--- config.mk ---
export PLATFORM = sky130hd
export DESIGN_NAME = fadd_norm_ctrl
export DESIGN_NICKNAME = d
export VERILOG_FILES = /design/src/rtl/fadd_norm_ctrl.sv
export SDC_FILE = /design/constraint.sdc
export NUM_CORES = 1
export LEC_CHECK = 0
export ABC_AREA = 1
export BUFFER_PORTS_ARGS = -buffer_cell sky130_fd_sc_hd__buf_4
export CORE_MARGIN = 2
export CORE_UTILIZATION = 50
export DETAILED_ROUTE_END_ITERATION = 10
export PLACE_DENSITY = 0.77
export SLEW_MARGIN = 5
export SYNTH_ARGS = -nofsm -noshare
export SYNTH_HDL_FRONTEND = slang
export SYNTH_SLANG_ARGS = --single-unit
--- constraint.sdc ---
create_clock -name clk -period 4.68 [get_ports clk]
set_input_delay 0.702 -clock clk [delete_from_list [all_inputs] [get_ports clk]]
set_output_delay 0.702 -clock clk [all_outputs]
set_load 0.02 [all_outputs]
--- src/rtl/fadd_norm_ctrl.sv ---
// rtl/fadd_norm_ctrl.sv - FADD normalization sequencer between mantissa adder and rounding
//
// Takes one unnormalized mantissa/exponent/sign per transaction, asks an
// external leading-zero detector for the shift distance, left-shifts the
// mantissa at most SHIFT_STEP bits per cycle and adjusts the exponent,
// clamping to exponent 0 (subnormal) when the full shift would underflow.
//
// Ports:
//   clk, rst            clock, synchronous active-high reset
//   in_valid/in_ready   input handshake; in_mant, in_exp, in_sign payload
//   lzd_in              registered mantissa driven to the external LZD
//   lzd_count           LZD result for lzd_in (WIDTH means all-zero)
//   out_valid/out_ready output handshake
//   out_mant, out_exp   normalized mantissa and adjusted exponent
//   out_sign            registered input sign
//   out_zero            input mantissa was zero
//   out_denorm          result clamped to exponent 0

module fadd_norm_ctrl #(
    parameter int WIDTH      = 25,
    parameter int EXP_W      = 8,
    parameter int SHIFT_STEP = 8
) (
    input  logic                   clk,
    input  logic                   rst,
    input  logic                   in_valid,
    output logic                   in_ready,
    input  logic [WIDTH-1:0]       in_mant,
    input  logic [EXP_W-1:0]       in_exp,
    input  logic                   in_sign,
    output logic [WIDTH-1:0]       lzd_in,
    input  logic [$clog2(WIDTH):0] lzd_count,
    output logic                   out_valid,
    input  logic                   out_ready,
    output logic [WIDTH-1:0]       out_mant,
    output logic [EXP_W-1:0]       out_exp,
    output logic                   out_sign,
    output logic                   out_zero,
    output logic                   out_denorm
);

    localparam int LZW = $clog2(WIDTH) + 1;

    typedef enum logic [1:0] {IDLE, DETECT, SHIFT, DONE} state_t;

    state_t           state;
    logic [WIDTH-1:0] mant;
    logic [EXP_W-1:0] exp_r;
    logic             sign_r;
    logic             zero_r;
    logic             denorm_r;
    logic             valid_r;
    logic [LZW-1:0]   rem;

    logic [EXP_W:0]   lz_ext;
    logic [EXP_W:0]   exp_ext;
    logic             lz_lt_exp;
    logic             all_zero;
    logic [LZW-1:0]   shamt;
    logic [LZW-1:0]   step;

    always_comb begin
        // One extra bit so the lz-vs-exp compare and the subtraction that
        // follows it can never wrap below zero.
        lz_ext    = (EXP_W+1)'(lzd_count);
        exp_ext   = {1'b0, exp_r};
        all_zero  = (lzd_count == LZW'(WIDTH));
        lz_lt_exp = (lz_ext < exp_ext);
        // In the clamp branch exp <= lz <= WIDTH-1, so the low LZW bits of
        // the exponent hold its full value.
        if (lz_lt_exp) begin
            shamt = lzd_count;
        end else if (exp_r == '0) begin
            shamt = '0;
        end else begin
            shamt = exp_r[LZW-1:0] - LZW'(1);
        end
        step = (rem > LZW'(SHIFT_STEP)) ? LZW'(SHIFT_STEP) : rem;
    end

    assign in_ready   = (state == IDLE) && !rst;
    assign lzd_in     = mant;
    assign out_valid  = valid_r;
    assign out_mant   = mant;
    assign out_exp    = exp_r;
    assign out_sign   = sign_r;
    assign out_zero   = zero_r;
    assign out_denorm = denorm_r;

    always_ff @(posedge clk) begin
        if (rst) begin
            state    <= IDLE;
            mant     <= '0;
            exp_r    <= '0;
            sign_r   <= 1'b0;
            zero_r   <= 1'b0;
            denorm_r <= 1'b0;
            valid_r  <= 1'b0;
            rem      <= '0;
        end else begin
            case (state)
                IDLE: begin
                    if (in_valid) begin
                        mant     <= in_mant;
                        exp_r    <= in_exp;
                        sign_r   <= in_sign;
                        zero_r   <= 1'b0;
                        denorm_r <= 1'b0;
                        state    <= DETECT;
                    end
                end
                DETECT: begin
                    if (all_zero) begin
                        zero_r   <= 1'b1;
                        mant     <= '0;
                        exp_r    <= '0;
                        denorm_r <= 1'b0;
                        rem      <= '0;
                        valid_r  <= 1'b1;
                        state    <= DONE;
                    end else begin
                        if (lz_lt_exp) begin
                            exp_r    <= exp_r - lz_ext[EXP_W-1:0];
                            denorm_r <= 1'b0;
                        end else begin
                            exp_r    <= '0;
                            denorm_r <= 1'b1;
                        end
                        rem <= shamt;
                        if (shamt == '0) begin
                            valid_r <= 1'b1;
                            state   <= DONE;
                        end else begin
                            state <= SHIFT;
                        end
                    end
                end
                SHIFT: begin
                    mant <= mant << step;
                    rem  <= rem - step;
                    // Last step: the remaining distance fits in one shift.
                    if (rem == step) begin
                        valid_r <= 1'b1;
                        state   <= DONE;
                    end
                end
                DONE: begin
                    if (out_ready) begin
                        valid_r <= 1'b0;
                        state   <= IDLE;
                    end
                end
                default: state <= IDLE;
            endcase
        end
    end

endmodule

Yosys cells after proc, flatten, opt, wreduce, memory -nomap -nowiden
Index checks and enable logic that the tools add are counted.
Widths: inputs -> output; s select.
{"block": "word_totals", "elab_cells": 68, "out_inout_bits": 63, "ff_bits": 45}
{"block": "classes", "n_reduce_logical": 15, "n_addsub": 3, "n_eq_ne": 10, "shift": 1, "n_mux": 29, "magnitude_cmp": 2}
{"op": "$pmux 25 s3", "count": 1}
{"op": "$mux 25", "count": 2}
{"op": "$shl 25x6->25", "count": 1}
{"op": "$mux 6", "count": 4}
{"op": "$mux 8", "count": 3}
{"op": "$pmux 8 s2", "count": 1}
{"op": "$pmux 6 s2", "count": 1}
{"op": "$mux 1", "count": 10}
{"op": "$reduce_and 3->1", "count": 3}
{"op": "$logic_not 8->1", "count": 1}
{"op": "$lt 6x8->1", "count": 1}
{"op": "$ne 2x2->1 const B", "count": 4}
{"op": "$pmux 2 s4", "count": 1}
{"op": "$sub 8x6->8", "count": 1}
{"op": "$eq 6x5->1 const B", "count": 1}
{"op": "$eq 6x6->1", "count": 1}
{"op": "$gt 6x4->1 const B", "count": 1}
{"op": "$logic_not 6->1", "count": 1}
{"op": "$mux 2", "count": 3}
{"op": "$reduce_bool 3->1", "count": 2}
{"op": "$sub 6x1->6 const B", "count": 1}
{"op": "$sub 6x6->6", "count": 1}
{"op": "$eq 2x2->1 const B", "count": 2}
{"op": "$pmux 1 s2", "count": 2}
{"op": "other kinds (9)", "count": 11}

Depth between registers and ports, before layout
Gate-level depths: netlist (run 1).
{"block": "logic_depth", "depth_word": 7, "ltp_mapped": 19}

Worst setup path after synthesis (run 1)
Ideal clock, no wire load.
{"block": "synth_timing", "path_kind": "in2reg", "startpoint": "input port lzd_count[0]", "endpoint": "register valid_r, in the netlist out_valid", "n_path_buf": 0, "cell_stages": 18, "setup_slack_ns": 2.337, "required_time_ns": 4.616, "setup_ns": 0.064, "t_arrival_ns": 2.279, "path_cell_list": "ha_1 > inv_1 > fa_1 > nand2_1 > nand2_1 > nand3_1 > nand2_2 > nand2_2 > nand2_1 > nand2_1 > nand2_1 > inv_1 > nand3_1 > nand3_1 > nand3_1 > nand2_1 > inv_1 > nor2_1"}
{"block": "synth_via", "elab_chain_len": 5, "elab_cells_between_ends": 8, "classes_between": "1 x order compare; 2 x eq/ne; 3 x mux; 2 x reduce/logical"}
{"item": "start, declared", "line_no": "32", "text": "input logic [$clog2(WIDTH):0] lzd_count,"}
{"item": "$lt 6x8->1", "line_no": "68", "text": "lz_lt_exp = (lz_ext < exp_ext);"}
{"item": "$mux 6", "line_no": "71", "text": "if (lz_lt_exp) begin"}
{"item": "$logic_not 6->1", "line_no": "130", "text": "if (shamt == '0) begin"}
{"item": "$ne 3x3->1 (no line)"}
{"item": "$reduce_and 4->1 (no line)"}
{"item": "end signal, assigned", "line_no": "131", "text": "valid_r <= 1'b1;"}
{"item": "end signal, assigned", "line_no": "143", "text": "valid_r <= 1'b1;"}
{"item": "end signal, assigned", "line_no": "149", "text": "valid_r <= 1'b0;"}
{"item": "end, declared", "line_no": "52", "text": "logic valid_r;"}
Parallel ways exist; a longest one is shown, timed or not.
A chain may end at the register's enable or synchronous reset.

Final worst setup path (run 1)
{"block": "layout_timing", "startpoint": "register state[0]", "endpoint": "register mant[23], in the netlist lzd_in[23]"}
{"block": "layout_via", "elab_chain_len": 3, "elab_cells_between_ends": 8, "classes_between": "4 x eq/ne; 1 x mux; 3 x reduce/logical"}
{"item": "start, declared", "line_no": "46", "text": "state_t state;"}
{"item": "start signal, assigned", "line_no": "92", "text": "state <= IDLE;"}
{"item": "start signal, assigned", "line_no": "109", "text": "state <= DETECT;"}
{"item": "start signal, assigned", "line_no": "120", "text": "state <= DONE;"}
{"item": "$eq 2x1->1, or another cell as far along", "line_no": "101", "text": "case (state)"}
{"item": "$ne 2x2->1 (no line) / $reduce_bool 3->1 (equally long branches)"}
{"item": "$reduce_and 3->1 (no line)"}
{"item": "end signal, assigned", "line_no": "104", "text": "mant <= in_mant;"}
{"item": "end signal, assigned", "line_no": "139", "text": "mant <= mant << step;"}
{"item": "end, declared", "line_no": "47", "text": "logic [WIDTH-1:0] mant;"}
Parallel ways exist; a longest one is shown, timed or not.

==> metrics.txt, run 1 <==
CTS clk-pin slew, worst paths 0.09 ns; crit path max fanout 30; fmax 369 MHz; Worst R2R End lzd_in[23]; outcome completed; global-route wire length before repair 18900 um; fraction of power consumed by sequential logic 0.213; Root Buffer clkbuf_8; Layout Skew 0.00409 ns; part of the Yosys area used for sequential elements 0.227; GRT Total Usage 0.265; wire per inst 14.1 um; area growth from synthesis to layout 17.2%; class of the worst hold path reg2reg; total core area 7690 sq um; initial antenna violation count 0; Gate power share 0.689; NetSw 0.00175 W; Total Nets Final 759; share of cells above drive strength 1 0.215; DR iter-0 viols 290; Pwr Density 695 nW/um^2; crit start category flop; ANT nets after route 0; Unique masters post-synth 45; Final Hold Viols 0; Worst setup startpoint state[0]; static leakage 2.24 nW; Avg Cell Area, Syn 6.21 sq um; Worst Hold Depth 2; final WL 11300 um; Pre-antenna DRT Iters 5; FF+latch count, synth 45; max-slew violations 0; routed via count 4488; VDD IR max 0.407 mV; final cycle utilization of the critical path 0.579; clock buffer depth 2; CTS tree done; internal power 0.00149 W; Period minus WS final 2.71 ns; # rows 32; vias in the first global route 4024; Initial Utilization 0.516; Total Die Area 8660 sq um; Synth Flop Type dfxtp_1; dpl hpwl 8510 um; share of the synthesized area in the top cell type 0.227; largest net degree at the start of global routing 37; placed cell count 796; Ys Warns 0; mapped cell area 3970 sq um; post-cts hold buffer count 0; Mapped Nets 697; Place WS 1.87 ns; Synth area leader dfxtp_1; RR Startpoint state[0]; clock share of power 0.098; hold endpoint rem[0]; Buffers on Ports 106; Critical Path Sink Type flop; cell count after synthesis 639; setup repair bufs after CTS 0; mean number of vias per cell 5.58; Setup WS post-layout 1.97 ns; Num CTS Buffers 5; RePlAce Congestion 0.931; CP arrival 2.92 ns; HP Start rem[0]; Chip Width 93.1 um; Worst Reg-to-Reg Cells 12; maximum level of the CTS H-tree 2; clock sinks 45; Final Non-Filler Cells 804; sw frac 0.540; post-cts resize count 0; Setup CP Type reg2reg; Chip Height 93.1 um; setup TNS 0 ns; synth top area cells dfxtp_1, nand2_1, a21oi_1; Worst EP required 4.89 ns; Slew HR 0.336; Residual DRC 0; final setup violation count 0; I/O pin cnt 107; Slew @ Worst Pin 0.995 ns; worst-skew pair later-pin latency 0.30 ns; FF-to-FF setup slack 1.97 ns; Post-synth EDFFs 0; RSZ-0062 raised after global routing false; grt ovf 0; max-cap violation count 0; antenna cells 0; ys async rst share 0
cell usage after synthesis (7+ instances only):
| cell | instances |
|---|---|
| a21oi_1 | 64 |
| a31oi_1 | 7 |
| buf_4 | 27 |
| buf_6 | 7 |
| clkbuf_1 | 12 |
| dfxtp_1 | 45 |
| ha_1 | 13 |
| inv_1 | 61 |
| inv_2 | 8 |
| nand2_1 | 171 |
| nand3_1 | 44 |
| nor2_1 | 38 |
| o211ai_1 | 15 |
| o21ai_0 | 34 |
| o21ai_1 | 33 |
| o21ai_2 | 7 |
power groups by stage:
stage	logic (W)	clock network, W	registers (W)
global placement	0.00217	0	0.000692
floorplan	0.00160	0	0.000778
global route	0.00248	0.000335	0.000710
finish	0.00223	0.000318	0.000688
CTS	0.00222	0.000320	0.000686
detailed placement	0.00221	0	0.000694
registers in the layout (all words and copies together) (netlist names):
register,count
lzd_in,25
out_denorm,1
out_exp,8
out_sign,1
out_valid,1
out_zero,1
rem,6
state,2
worst max-delay path, stage by stage (launching register included):
cell	delay [ns]
dfxtp_1	0.40
inv_1	0.09
ha_1	0.21
nand2_1	0.07
inv_1	0.07
a21oi_2	0.52
nor2_1	0.17
a31oi_2	0.17
buf_4	0.33
inv_2	0.23
o21a_1	0.22
nand2_1	0.06
inv_1	0.03
cell usage in the layout (no fill, tap or decap), types with 2 or more instances in the layout:
master / netlist / layout
a21oi_1: 64 / 64
a221oi_1: 5 / 5
a31oi_1: 7 / 7
buf_4: 27 / 108
clkbuf_8: 0 / 6
dfxtp_1: 45 / 45
ha_1: 13 / 13
inv_1: 61 / 61
inv_2: 8 / 8
nand2_1: 171 / 171
nand2_2: 3 / 3
nand2_4: 4 / 4
nand3_1: 44 / 44
nand3_2: 2 / 2
nand4_1: 4 / 4
nor2_1: 38 / 38
nor2_2: 2 / 2
o211ai_1: 15 / 15
o21a_1: 3 / 3
o21ai_0: 34 / 34
o21ai_1: 33 / 33
o21ai_2: 7 / 7
or2_2: 3 / 3
xnor2_1: 2 / 2
xor2_1: 2 / 2
how the worst max path moves through the flow:
| stage | endpoint | cells past startpoint | slack, ns |
|---|---|---|---|
| 6_report | lzd_in[23] | 12 | 1.97 |
| 5_1_grt | out_valid | 19 | 1.70 |
| 4_1_cts | lzd_in[23] | 12 | 1.98 |
| 3_5_place_dp | lzd_in[23] | 11 | 1.87 |
| 3_3_place_gp | out_valid | 18 | 1.93 |
| 2_1_floorplan | out_valid | 18 | 2.34 |
metrics by stage:
step                      total power (W)  utilization  hold WS, ns  area, sq um
after floorplan                   0.00238            -        0.456         3970
after global placement            0.00286        0.590        0.460         4530
after detailed placement          0.00290        0.590        0.470         4530
after CTS                         0.00323        0.605        0.484         4650
after global routing              0.00353        0.605        0.506         4650
final                             0.00323        0.605        0.484         4650
cell families after synthesis:
| group | after synthesis | synth area share |
|---|---|---|
| buffers and inverters | 125 | 0.164 |
| multiplexers | 1 | 0.00252 |
| other | 1 | 0.000945 |
| AO/OA/AOI/OAI | 174 | 0.250 |
| adder cells (fa/ha/maj) | 14 | 0.0461 |
| XOR/XNOR | 4 | 0.00883 |
| AND/OR/NAND/NOR | 275 | 0.301 |
| flip-flops | 45 | 0.227 |
cell type report:
cell class                 count  area (sq um)
fill                         780          3040
multi-input combinational    469          2420
sequential                    45           901
timing repair buffer         108           811
inverter                      72           278
tap                          102           128
clock buffer                   7          86.3
clock inverter                 1          30.0
layer usage:
| metal | up-vias | global-route usage | wire length [um] |
|---|---|---|---|
| li1 | 2215 | - | - |
| met1 | 2082 | 0.322 | 4660 |
| met2 | 177 | 0.491 | 5750 |
| met3 | 14 | 0.0443 | 798 |
| met4 | 0 | 0.0527 | 127 |
| met5 | - | 0 | 0 |
Note: power is estimated with default switching activity, not from simulation.
==> inputs of run 2 (changes only) <==
Settings changed: ABC_AREA 1 to 0, PLACE_DENSITY 0.77 to 0.76.
Clock period 4.68 ns to 2.6 ns, I/O delays scaled along.
==> run 2 against run 1 <==
Core utilization rose by 2.8 points. Worst setup slack got worse by 1.8 ns. Combinational power rose by 100%. Final cell count fell by 13%. Clock power rose by 59%. Clock skew rose by 0.0057 ns. Critical path type unchanged. Largest cell class unchanged.
==> metrics.txt, run 2 <==
mapped cell area 3990 sq um (+0.57%); critical path's top delay family simple AND/OR/NAND/NOR gates; share of the synthesized area in the top cell type 0.226 (-0.00128); Setup CP Type reg2reg; Post-synth top cells a21oi_1, dfxtp_1, nand2_1; crit start category flop; ANT nets after route 0 (unchanged); metal2 WL 5700 um (-0.89%); Critical Path Sink Type flop; wl on met1 5710 um (+22%); vias in the first global route 4002 (-0.55%); Post-synth EDFFs 0 (unchanged); I/O pin cnt 107 (unchanged); sequence of cells on the critical path inv_2, ha_1, inv_1, fa_2, a21o_1, and4_2, o21ai_4, a21oi_2, or4_1, o2111a_1; Pwr Density 1300 nW/um^2 (+86%); wire per inst 17.9 um (+27%); top routing layer in use met4; CTS clk-pin slew, worst paths 0.09 ns (about the same); CP arrival 2.65 ns (-0.27 ns); RSZ-0062 raised after global routing false; commonest non-fill, non-tap cell in the layout buf_4; global-route wire length before repair 19900 um (+5.4%); class of the worst hold path in2reg; placed cell count 690 (-13%); part of the Yosys area used for sequential elements 0.226 (-0.00128); Ys Warns 0 (unchanged); Worst EP required 2.80 ns (-2.09 ns); CP max stage cell or4_1; Residual DRC 0 (unchanged); Synth Flop Type dfxtp_1; Total Die Area 8710 sq um (+0.54%); DR iter-0 viols 357 (+23%); max-slew violations 0 (unchanged); Mapped Nets 573 (-18%); post-cts hold buffer count 0 (unchanged); Num CTS Buffers 5 (unchanged); Setup WS post-layout 0.144 ns (-1.83 ns); VDD IR max 0.634 mV (+56%); GRT Total Usage 0.281 (+0.0154); Synth area leader dfxtp_1; Slew @ Worst Pin 0.575 ns (-0.420 ns); initial antenna violation count 0 (unchanged); Placed Area 4780 sq um (+5.5%); met3 wire length 901 um (+13%); post-cts resize count 0 (unchanged); crit path max fanout 5 (-83%); clock buffer depth 2 (unchanged); Largest register FFs 25 (unchanged); CP max stage delay 0.48 ns (-0.04 ns); dpl hpwl 9170 um (+7.8%); Period minus WS final 2.46 ns (-0.253 ns); final cycle utilization of the critical path 0.945 (+0.366); Layout Skew 0.00980 ns (+0.00572 ns); mean number of vias per cell 6.35 (+14%); outcome completed; ys async rst share 0 (unchanged); grt ovf 0 (unchanged); Unique masters post-synth 79 (+76%); Final Hold Viols 0 (unchanged); Initial Utilization 0.516 (about the same); most frequent cells in the layout buf_4, a21oi_1, dfxtp_1; area growth from synthesis to layout 22.7%; antenna cells 0 (unchanged); Total Nets Final 653 (-14%); maximum level of the CTS H-tree 2 (unchanged); Place WS 0.00640 ns (-1.86 ns); share of cells above drive strength 1 0.290 (+0.0752); largest net degree at the start of global routing 28 (-24%); Avg Cell Area, Syn 7.75 sq um (+25%); Slew HR 0.613 (+0.276); final setup violation count 0 (unchanged); fmax 407 MHz (+10%); CTS tree done; Crit path buffers/inverters 2 (-3); clock sinks 45 (unchanged); Pre-antenna DRT Iters 5 (unchanged); FF+latch count, synth 45 (unchanged); most numerous cell in the Yosys netlist a21oi_1; setup TNS 0 ns (unchanged); Buffers on Ports 106 (unchanged); setup repair bufs after CTS 0 (unchanged); Final Non-Filler Cells 698 (-13%); Chip Width 93.3 um (+0.27%); routed via count 4429 (-1.3%); synth top area cells dfxtp_1, mux2i_1, a21oi_1; cell count after synthesis 515 (-19%); Root Buffer clkbuf_8; Chip Height 93.3 um (+0.27%); static leakage 2.08 nW (-7.2%); max-cap violation count 0 (unchanged); Final Cell Area 4890 sq um (+5.2%); final WL 12500 um (+9.9%); total core area 7730 sq um (+0.52%); # rows 32 (unchanged); worst-skew pair later-pin latency 0.31 ns (about the same); RePlAce Congestion 0.933 (+0.20%)
[run 2: cell types whose count changed after synthesis, sizes merged, moves of 10 or more]
cell,before,now
nand3,46,27
nor2,42,29
nor3,0,16
mux2i,1,36
nand2,178,40
a21oi,65,47
o211ai,15,0
a211oi,1,14
inv,70,22
a221oi,5,15
o21ai,74,43
[run 2: where the power goes]
part | internal (W) | switching (W)
clock network | 0.000241 | 0.000266
registers | 0.000939 | 0.000357
logic | 0.00186 | 0.00268
total | 0.00304 | 0.00330
[run 2: kinds of logic (layout without fill, tap and decap cells)]
| family | Yosys count | count (layout) | synth area share |
|---|---|---|---|
| AOI/OAI and AO/OA | 174 | 174 | 0.289 |
| and+or+nand+nor | 152 | 152 | 0.202 |
| buffers and inverters | 84 | 165 | 0.117 |
| DFF | 45 | 45 | 0.226 |
| muxes | 41 | 41 | 0.111 |
| adders and majority gates | 14 | 14 | 0.0458 |
| xor gates and xnor gates | 4 | 4 | 0.00878 |
| other | 1 | 1 | 0.000940 |
[run 2: tightest hold or removal path, cell delays in order]
cell	delay (ns)
buf_4	0.11
nand3_1	0.06
a21oi_1	0.05
[run 2: final timing paths]
path                    from        end  slack, ns  depth (start not counted)
setup / recovery  out_exp[0]  out_valid       0.14                         10
hold / removal       in_sign   out_sign       0.34                          3
setup reg to reg  out_exp[0]  out_valid       0.14                         10
hold reg to reg     out_sign   out_sign       0.47                          2
[run 2: cell type report]
class                           count  area, sq um
Tap cell                          102          128
Clock inverter                      1         5.00
Clock buffer                        7         96.3
Inverter                           23         86.3
Timing Repair Buffer              134         1030
Fill cell                         680         2830
Sequential cell                    45          902
Multi-Input combinational cell    386         2650
[run 2: per-layer routing]
layer | vias to the layer above | track usage
met4 | 0 | 0.0613
li1 | 2076 | -
met5 | - | 0
met3 | 25 | 0.0363
met1 | 2089 | 0.412
met2 | 239 | 0.438
[run 2: through the flow]
step | total power, W | utilization | hold slack, ns
2_1_floorplan | 0.00436 | - | 0.474
3_3_place_gp | 0.00567 | 0.619 | 0.452
3_5_place_dp | 0.00573 | 0.619 | 0.460
4_1_cts | 0.00624 | 0.632 | 0.345
5_1_grt | 0.00679 | 0.633 | 0.361
6_report | 0.00635 | 0.633 | 0.341
==> inputs of run 3 (changes only) <==
Settings changed: BUFFER_PORTS_ARGS -buffer_cell sky130_fd_sc_hd__buf_4 to -buffer_cell sky130_fd_sc_hd__buf_2.
==> run 3 against run 2 <==
Final cell count decreased by 0.14%. Die area unchanged. Sequential share of layout area increased by 1.1 points. Count of clock-buffer cells in the layout unchanged. Final area decreased by 5.6%. Sequential power about the same. Maximum frequency decreased by 1.5%. Largest cell class unchanged.
==> metrics.txt, run 3 (synthesis gave the netlist of run 2 again) <==
CP arrival 2.69 ns (+0.04 ns); VDD IR max 0.590 mV (-7.0%); NetSw 0.00326 W (-1.2%); dpl hpwl 9090 um (-0.95%); Total Nets Final 652 (-0.15%); setup TNS 0 ns (unchanged); Total Die Area 8710 sq um (unchanged); total core area 7730 sq um (unchanged); crit path max fanout 6 (+1); area growth from synthesis to layout 15.8%; Chip Width 93.3 um (unchanged); final WL 12400 um (-0.72%); clock buffer depth 2 (unchanged); max-cap violation count 0 (unchanged); Pwr Total 0.00615 W (-3.0%); I/O pin cnt 107 (unchanged); DR iter-0 viols 394 (+10%); fillers 722 (+6.2%); Final Hold Viols 0 (unchanged); global-route wire length before repair 19700 um (-0.76%); GRT Total Usage 0.280 (-0.000435); sequence of cells on the critical path inv_2, ha_1, inv_1, fa_1, a21o_1, and4_2, o21ai_4, a21oi_2, or4_1, o2111a_1; Slew HR 0.586 (-0.0262); sw frac 0.530 (+0.00982); placed cell count 689 (-0.14%); crit start category flop; Chip Height 93.3 um (unchanged); # rows 32 (unchanged); class of the worst hold path in2reg; mean number of vias per cell 6.34 (-0.11%); Period minus WS final 2.49 ns (+0.0379 ns); Residual DRC 0 (unchanged); RSZ-0062 raised after global routing false; Gate power share 0.698 (-0.018); Slew @ Worst Pin 0.612 ns (+0.0367 ns); routed via count 4418 (-0.25%); Pre-antenna DRT Iters 5 (unchanged); share of cells above drive strength 1 0.284 (-0.00623); Critical Path Sink Type flop; Buffers on Ports 106 (unchanged); clock share of power 0.092 (+0.012); Layout Skew 0.0112 ns (+0.00144 ns); Setup CP Type reg2reg; fmax 401 MHz (-1.5%); grt ovf 0 (unchanged); Initial Utilization 0.516 (unchanged); outcome completed; Final Non-Filler Cells 697 (-0.14%); antenna cells 0 (unchanged); RePlAce Congestion 0.959 (+2.9%); Largest register FFs 25 (unchanged); CTS tree done; CTS clk-pin slew, worst paths 0.09 ns (about the same); internal power 0.00289 W (-5.0%); CP max stage delay 0.49 ns (about the same); Hold Slack 0.337 ns (-0.00351 ns); Worst EP required 2.80 ns (about the same); worst-skew pair later-pin latency 0.31 ns (about the same); ANT nets after route 0 (unchanged); Pwr Density 1330 nW/um^2 (+2.8%); Num CTS Buffers 5 (unchanged); final setup violation count 0 (unchanged); CP max stage cell or4_1; wire per inst 17.8 um (-0.58%); most frequent cells in the layout buf_2, a21oi_1, dfxtp_1; initial antenna violation count 0 (unchanged); static leakage 2.02 nW (-2.6%); final cycle utilization of the critical path 0.959 (+0.0146); largest net degree at the start of global routing 27 (-3.6%); commonest non-fill, non-tap cell in the layout buf_2; maximum level of the CTS H-tree 2 (unchanged); max-slew violations 0 (unchanged); post-cts hold buffer count 0 (unchanged); clock sinks 45 (unchanged); fraction of power consumed by sequential logic 0.209 (+0.005); Root Buffer clkbuf_8; vias in the first global route 3932 (-1.7%)
run 3: cell types whose count changed in the layout (fill, tap and decap cells not counted), sizes merged:
| cell | before | now |
|---|---|---|
| bufinv | 0 | 1 |
| clkinv | 2 | 1 |
| buf | 134 | 133 |
run 3: area by class of cell:
type	count	area, sq um	share of cell area
well taps	102	128	0.0276
repair buffers	133	733	0.159
multi-input cells	386	2650	0.575
clock buffers	7	86.3	0.0187
flip-flops and latches	45	901	0.195
inverters	23	86.3	0.0187
clock inverters	1	30.0	0.00650
run 3: metrics by stage:
| step | util | cell area, sq um | setup WS, ns |
|---|---|---|---|
| after global placement | 0.582 | 4500 | 0.0877 |
| after floorplan | - | 3990 | 0.0308 |
| after CTS | 0.597 | 4610 | 0.133 |
| final | 0.598 | 4620 | 0.106 |
| after global routing | 0.598 | 4620 | 0.00382 |
| after detailed placement | 0.582 | 4500 | 0.0459 |
run 3: final timing paths:
kind / start / endpoint / slack [ns] / cells after the start
hold / removal: in_sign / out_sign / 0.34 / 3
setup reg to reg: out_exp[0] / out_valid / 0.11 / 10
setup / recovery: out_exp[0] / out_valid / 0.11 / 10
hold reg to reg: out_sign / out_sign / 0.47 / 2
run 3: critical path, delay by kind of cell, from the launching register on:
family | cells | cell delay, ns
AOI/OAI and AO/OA | 4 | 0.59
and+or+nand+nor | 2 | 0.74
buffers and inverters | 2 | 0.16
DFF | 1 | 0.32
adders and majority gates | 2 | 0.58
run 3: layer usage:
layer | track usage | up-vias | part of all wire
met4 | 0.0625 | 0 | 0.015
met3 | 0.0403 | 19 | 0.079
li1 | - | 2065 | -
met1 | 0.411 | 2104 | 0.46
met5 | 0 | - | 0
met2 | 0.433 | 230 | 0.44
run 3: power groups by stage:
stage | Combinational [W] | Clock (W) | Sequential (W)
2_1_floorplan | 0.00290 | 0 | 0.00145
3_3_place_gp | 0.00415 | 0 | 0.00128
3_5_place_dp | 0.00419 | 0 | 0.00129
4_1_cts | 0.00422 | 0.000571 | 0.00127
5_1_grt | 0.00468 | 0.000597 | 0.00132
6_report | 0.00430 | 0.000568 | 0.00129
run 3: timing repair:
action,4_1_cts,5_1_grt
resized for setup,0,2
setup buffers,0,0
setup endpoints to repair,0,3
